==> src/rtl/ttc_lite_pkg2.sv <==
// Shared constants for the lite TTC timer/counter: control-register bit positions,
// default counter width and the prescaler terminal-count helper.
package ttc_lite_pkg2;

  localparam int CNT_W_DEF = 16;
  localparam logic [CNT_W_DEF-1:0] CNT_MAX = '1;

  // clk_ctrl_reg2 fields
  localparam int PRESC_EN      = 0;
  localparam int PRESC_SEL_LSB = 1;
  localparam int PRESC_SEL_W   = 4;
  localparam int EXT_SEL       = 5;
  localparam int EXT_EDGE      = 6;

  // cntr_ctrl2 fields
  localparam int DIS   = 0;
  localparam int INTV  = 1;
  localparam int DEC   = 2;
  localparam int MATCH = 3;

  localparam int PRESC_W = 16;

  // Terminal count for select N is 2^(N+1)-1, built as a right shift of all-ones.
  function automatic logic [PRESC_W-1:0] presc_terminal(input logic [PRESC_SEL_W-1:0] sel);
    return {PRESC_W{1'b1}} >> (4'd15 - sel);
  endfunction

endpackage

==> src/rtl/ttc_ext_clk_sync2.sv <==
// Synchronises the asynchronous external clock pin and produces a one-cycle
// pulse on the selected edge (0 = rising, 1 = falling).
module ttc_ext_clk_sync2 #(
  parameter int SYNC_STAGES = 2
) (
  input  logic pclk2,
  input  logic n_p_reset2,
  input  logic i_ext_clk,
  input  logic i_edge_sel,
  output logic o_edge_pulse
);

  logic [SYNC_STAGES-1:0] r_sync;
  logic                   r_prev;
  logic                   w_sync;

  // NOTE: sequential state uses non-blocking assignments so every flop samples pre-edge values.
  always_ff @(posedge pclk2 or negedge n_p_reset2) begin
    if (!n_p_reset2) begin
      r_sync <= '0;
      r_prev <= 1'b0;
    end else begin
      r_sync <= {r_sync[SYNC_STAGES-2:0], i_ext_clk};
      r_prev <= r_sync[SYNC_STAGES-1];
    end
  end

  assign w_sync       = r_sync[SYNC_STAGES-1];
  assign o_edge_pulse = i_edge_sel ? (~w_sync & r_prev) : (w_sync & ~r_prev);

endmodule

==> src/rtl/ttc_timer_counter_lite2.sv <==
// TTC counter consumer: source select, prescaler, registered count tick, 16-bit
// up/down interval/free-run counter and single-cycle interval/match/overflow pulses.
module ttc_timer_counter_lite2
  import ttc_lite_pkg2::*;
#(
  parameter int CNT_W       = CNT_W_DEF,
  parameter int SYNC_STAGES = 2
) (
  input  logic             pclk2,
  input  logic             n_p_reset2,
  input  logic [6:0]       clk_ctrl_reg2,
  input  logic             count_en2,
  input  logic [3:0]       cntr_ctrl2,
  input  logic [CNT_W-1:0] interval_reg2,
  input  logic [CNT_W-1:0] match_value2,
  input  logic             ext_clk2,
  output logic             count_tick2,
  output logic [CNT_W-1:0] counter_val2,
  output logic             interval_intr2,
  output logic             match_intr2,
  output logic             overflow_intr2
);

  localparam logic [CNT_W-1:0] W_MAX = '1;

  logic               w_edge;
  logic               w_src_tick;
  logic               w_presc_en;
  logic               w_dis;
  logic               w_intv;
  logic               w_dec;
  logic [PRESC_W-1:0] w_presc_term;
  logic               w_presc_at_term;
  logic               w_presc_tick;
  logic               w_update;
  logic [CNT_W-1:0]   w_next;
  logic               w_wrap;
  logic [CNT_W-1:0]   w_restart_val;

  logic [PRESC_W-1:0] r_presc_cnt;
  logic               r_count_tick;
  logic [CNT_W-1:0]   r_counter;
  logic               r_intv_intr;
  logic               r_match_intr;
  logic               r_ovf_intr;

  ttc_ext_clk_sync2 #(.SYNC_STAGES(SYNC_STAGES)) u_ext_sync (
    .pclk2        (pclk2),
    .n_p_reset2   (n_p_reset2),
    .i_ext_clk    (ext_clk2),
    .i_edge_sel   (clk_ctrl_reg2[EXT_EDGE]),
    .o_edge_pulse (w_edge)
  );

  assign w_src_tick      = clk_ctrl_reg2[EXT_SEL] ? w_edge : 1'b1;
  assign w_presc_en      = clk_ctrl_reg2[PRESC_EN];
  assign w_dis           = cntr_ctrl2[DIS];
  assign w_intv          = cntr_ctrl2[INTV];
  assign w_dec           = cntr_ctrl2[DEC];
  assign w_presc_term    = presc_terminal(clk_ctrl_reg2[PRESC_SEL_LSB +: PRESC_SEL_W]);
  assign w_presc_at_term = (r_presc_cnt == w_presc_term);
  assign w_presc_tick    = w_src_tick & (~w_presc_en | w_presc_at_term);
  assign w_update        = r_count_tick & count_en2 & ~w_dis;

  // A count above a newly lowered terminal value simply rolls through 0xFFFF to 0.
  always_ff @(posedge pclk2 or negedge n_p_reset2) begin
    if (!n_p_reset2) begin
      r_presc_cnt  <= '0;
      r_count_tick <= 1'b0;
    end else begin
      r_count_tick <= w_presc_tick & count_en2 & ~w_dis;
      if (!count_en2)
        r_presc_cnt <= '0;
      else if (!w_dis && w_presc_en && w_src_tick)
        r_presc_cnt <= w_presc_at_term ? '0 : r_presc_cnt + 1'b1;
    end
  end

  // NOTE: every signal assigned in always_comb gets a default first, so no latch is inferred.
  always_comb begin
    w_next = r_counter;
    w_wrap = 1'b0;
    if (w_dec) begin
      if (r_counter == '0) begin
        w_wrap = 1'b1;
        w_next = w_intv ? interval_reg2 : W_MAX;
      end else begin
        w_next = r_counter - 1'b1;
      end
    end else begin
      if (r_counter == (w_intv ? interval_reg2 : W_MAX)) begin
        w_wrap = 1'b1;
        w_next = '0;
      end else begin
        w_next = r_counter + 1'b1;
      end
    end
  end

  assign w_restart_val = !w_dec ? '0 : (w_intv ? interval_reg2 : W_MAX);

  // Restart outranks everything: reload, and suppress any tick already in flight.
  always_ff @(posedge pclk2 or negedge n_p_reset2) begin
    if (!n_p_reset2) begin
      r_counter    <= '0;
      r_intv_intr  <= 1'b0;
      r_match_intr <= 1'b0;
      r_ovf_intr   <= 1'b0;
    end else if (!count_en2) begin
      r_counter    <= w_restart_val;
      r_intv_intr  <= 1'b0;
      r_match_intr <= 1'b0;
      r_ovf_intr   <= 1'b0;
    end else begin
      r_intv_intr  <= w_update & w_wrap & w_intv;
      r_ovf_intr   <= w_update & w_wrap & ~w_intv;
      r_match_intr <= w_update & cntr_ctrl2[MATCH] & (w_next == match_value2);
      if (w_update)
        r_counter <= w_next;
    end
  end

  assign count_tick2    = r_count_tick;
  assign counter_val2   = r_counter;
  assign interval_intr2 = r_intv_intr;
  assign match_intr2    = r_match_intr;
  assign overflow_intr2 = r_ovf_intr;

endmodule

==> config.mk <==
export PLATFORM = sky130hd
export DESIGN_NAME = ttc_timer_counter_lite2
export DESIGN_NICKNAME = d
export VERILOG_FILES = /design/src/rtl/ttc_lite_pkg2.sv /design/src/rtl/ttc_ext_clk_sync2.sv /design/src/rtl/ttc_timer_counter_lite2.sv
export SDC_FILE = /design/constraint.sdc
export NUM_CORES = 1
export LEC_CHECK = 0
export ABC_AREA = 1
export ABC_CLOCK_PERIOD_IN_PS = 2100
export BUFFER_PORTS_ARGS = -buffer_cell sky130_fd_sc_hd__buf_2
export CORE_ASPECT_RATIO = 0.7
export CORE_UTILIZATION = 30
export CTS_BUF_LIST = sky130_fd_sc_hd__clkbuf_4
export DETAILED_ROUTE_END_ITERATION = 8
export PLACE_DENSITY_LB_ADDON = 0.15
export SKIP_CTS_REPAIR_TIMING = 1
export SLEW_MARGIN = 40
export SYNTH_ARGS = -nofsm -noshare
export SYNTH_HDL_FRONTEND = slang
export SYNTH_HIERARCHICAL = 1
export SYNTH_SLANG_ARGS = --single-unit
export TNS_END_PERCENT = 20
==> constraint.sdc <==
create_clock -name pclk2 -period 2.1 [get_ports pclk2]
set_clock_uncertainty 0.1 [all_clocks]
set_input_delay 0.315 -clock pclk2 [delete_from_list [all_inputs] [get_ports pclk2]]
set_output_delay 0.315 -clock pclk2 [all_outputs]
set_load 0.02 [all_outputs]
==> impl_metrics.yaml <==
outcome:
  outcome: "finished with violations"
  violations: "setup timing"
sta:
  setup_viol: 4
  maxSlewHeadroom: 0.635
  tightest_slew_ns: 0.548
  setup_slack_ns: -0.260
  fmax_ghz: 0.424
  fin_crit_ns: 2.36
  maxSlewViolCount: 0
  fin_setup_tns_ns: -0.458
  rsz0062_at_grt: "true"
  hold_ws_ns: 0.113
  hold_viol_final: 0
  layout_worst_path_cycle_share: 1.12
layout:
  drive_gt1_frac: 0.396
  fillers: 1419
  antennaDiodeCount: 0
  nets: 985
  post-route-util: 0.489
  area_growth_pct: 57.9
  design_area_mm2: 0.00648
cts:
  cts.sinks: 39
  clkLatencyLatePin_ns: 0.39
  h-tree-depth: 2
  path_clk_slew_ns: 0.14
  clock_path_buffers: 2
  clock-root-buffer: "clkbuf_4"
  cts_tree: "built"
  numCtsBuffers: 5
detailed_routing:
  wl_met1_mm: 9.05
  wl_met2_mm: 6.91
  dr_wl_met3_mm: 1.12
  drtIter0Drc: 406
  drc_errors: 0
  first_pass_iters: 5
  vias: 5357
  wl_per_cell_um: 15.4
  postRouteAntennaNets: 0
  drt-total-wl_mm: 17.2
  vias_per_cell: 4.78
  top_layer_used: "met4"
global_routing:
  grt_pass1_wl_mm: 26.0
  grt_usage: 0.243
  antenna_found_initial: 0
  grt_start_max_net_pins: 33
  gr-total-overflow: 0
  grt_pass1_vias: 4907
synthesis:
  synth_flop_cell: "dfrtp_1"
  ys_ff_latch: 39
  synth.cell_area_mm2: 0.00411
  mappedNetlistNets: 755
  yosys_warnings: 6
  seq_area_frac_synth: 0.238
  ys_async_sr_fraction: 1.00
  netlist_instances: 704
  yosys.cell_types.count: 37
  avgSynthCellArea_um2: 5.83
  synth_edf_count: 0
critical_path:
  path_cells: "inv_2, ha_4, nand3_4, nor3_4, nand2_2, buf_6, o211ai_1, nand2_1, nand2_1, nand2_1, nor2_1, nand2_1, nor2_1, nand2_1, nor2_1"
  crit_buf_inv: 2
  max_stage_delay_ns: 0.46
  critPathCaptureType: "register"
  crit_type: "register to register"
  cp.required_ns: 2.33
  worstPathMaxFanout: 3
  cp_common_cell: "nand2_1"
  arrival_ns: 2.59
  cp-start-kind: "register"
  cp_top_family: "simple AND/OR/NAND/NOR gates"
  crit_slowest_cell: "dfrtp_2"
power_and_ir_drop:
  swShare: 0.403
  power.density_mw_per_mm2: 510
  p_seq_frac: 0.274
  pwr-share-clk: 0.210
  p_leak_nw: 3.42
  p_sw_mw: 1.33
  ir_worst_vdd_v: 0.000339
  pwr-share-comb: 0.516
  p_int_mw: 1.97
place:
  preCtsSetupSlack_ns: -0.445
  dpl_cell_area_mm2: 0.00574
  place_hpwl_mm: 13.3
  gp_congestion: 0.874
  port_buffers: 66
die:
  fp.coreArea_mm2: 0.0133
  pin_count: 67
  die_w_um: 142
  dieArea_mm2: 0.0142
  die_h_um: 99.9
  initial_utilization: 0.309
  num_rows: 35
worst_hold_path:
  min_path_type: "primary input to register"
run:
  max_cap_viol_count: 0
-- routing by layer --
layer	up-vias	GRT usage
li1	2708	-
met1	2473	0.372
met2	164	0.347
met3	12	0.0510
met4	0	0.0405
met5	-	0
-- final timing paths --
kind,to,start,slack (ns),cells after the start
min in group asynchronous,counter_val2[6],n_p_reset2,0.32,2
hold / removal,count_tick2,clk_ctrl_reg2[5],0.11,4
max in group asynchronous,counter_val2[7],n_p_reset2,0.93,3
setup reg to reg,match_intr2,counter_val2[0],-0.26,15
hold reg to reg,u_ext_sync/r_sync[1],u_ext_sync/r_sync[0],0.28,0
setup / recovery,match_intr2,counter_val2[0],-0.26,15
-- power by group through the flow --
stage / sequential, mW / combinational (mW) / clock (mW)
after global placement: 0.891 / 1.46 / 0
after floorplan: 0.937 / 0.681 / 0
final: 0.905 / 1.71 / 0.695
after global routing: 0.915 / 1.87 / 0.742
after detailed placement: 0.893 / 1.46 / 0
after CTS: 0.879 / 1.47 / 0.717
-- tightest hold or removal path, cell delays in order --
cell,delay [ns]
buf_2,0.07
nand2_1,0.06
nand3_1,0.07
a21oi_1,0.04
-- area by class of cell --
class                   count  area, um^2  share of cell area
inverters                  97         370              0.0571
clock buffers               6        45.0             0.00695
clock inverters             2        60.1             0.00926
flip-flops and latches     39         992               0.153
well taps                 185         231              0.0357
repair buffers            245        1750               0.270
multi-input cells         546        3040               0.468
-- cell usage after synthesis (all sizes together), types with 2 or more instances --
library cell	count	area [um^2]
or2	7	43.8
ha	4	50.1
a21oi	15	75.1
nand3	82	430
nor4	2	12.5
nor2	96	383
o21ai	21	105
nor3	17	90.1
dfrtp	39	976
nand2	223	855
nand3b	5	41.3
inv	97	364
buf	16	108
a31oi	17	106
clkbuf	7	26.3
o211ai	9	67.6
a21boi	2	15.0
xor2	27	236
nand4	12	75.1
-- metrics by stage --
stage | total power [mW] | std cells
after floorplan | 1.62 | 704
after global placement | 2.35 | 1089
after detailed placement | 2.35 | 1089
after CTS | 3.06 | 1097
after global routing | 3.52 | 1120
final | 3.31 | 1120
-- cells in the final DEF, fill, tap and decap left out, types with 9 or more instances in the layout --
| cell | Yosys | routed |
|---|---|---|
| a21oi_1 | 15 | 14 |
| a31oi_1 | 17 | 16 |
| buf_2 | 8 | 66 |
| buf_4 | 1 | 163 |
| buf_6 | 3 | 11 |
| dfrtp_1 | 39 | 26 |
| dfrtp_2 | 0 | 13 |
| inv_1 | 94 | 81 |
| inv_2 | 3 | 14 |
| nand2_1 | 216 | 197 |
| nand2_2 | 7 | 21 |
| nand3_1 | 78 | 68 |
| nand3_2 | 4 | 11 |
| nand4_1 | 12 | 12 |
| nor2_1 | 87 | 68 |
| nor2_2 | 9 | 12 |
| nor2_4 | 0 | 16 |
| nor3_1 | 16 | 13 |
| o211ai_1 | 9 | 9 |
| o21ai_0 | 20 | 13 |
| xor2_1 | 27 | 26 |
-- cells by family after synthesis --
kind of cell / synth area share
adder cells (fa/ha/maj): 0.0122
XOR/XNOR: 0.0597
flip-flops: 0.238
AO/OA/AOI/OAI: 0.0954
AND/OR/NAND/NOR: 0.474
buffers and inverters: 0.121
-- registers in the layout, indices dropped and copies added (netlist names) --
name and cells:
count_tick2 1, counter_val2 16, interval_intr2 1, match_intr2 1, overflow_intr2 1, r_presc_cnt 16, u_ext_sync/r_prev 1, u_ext_sync/r_sync 2
Note: power is estimated with default switching activity, not from simulation.
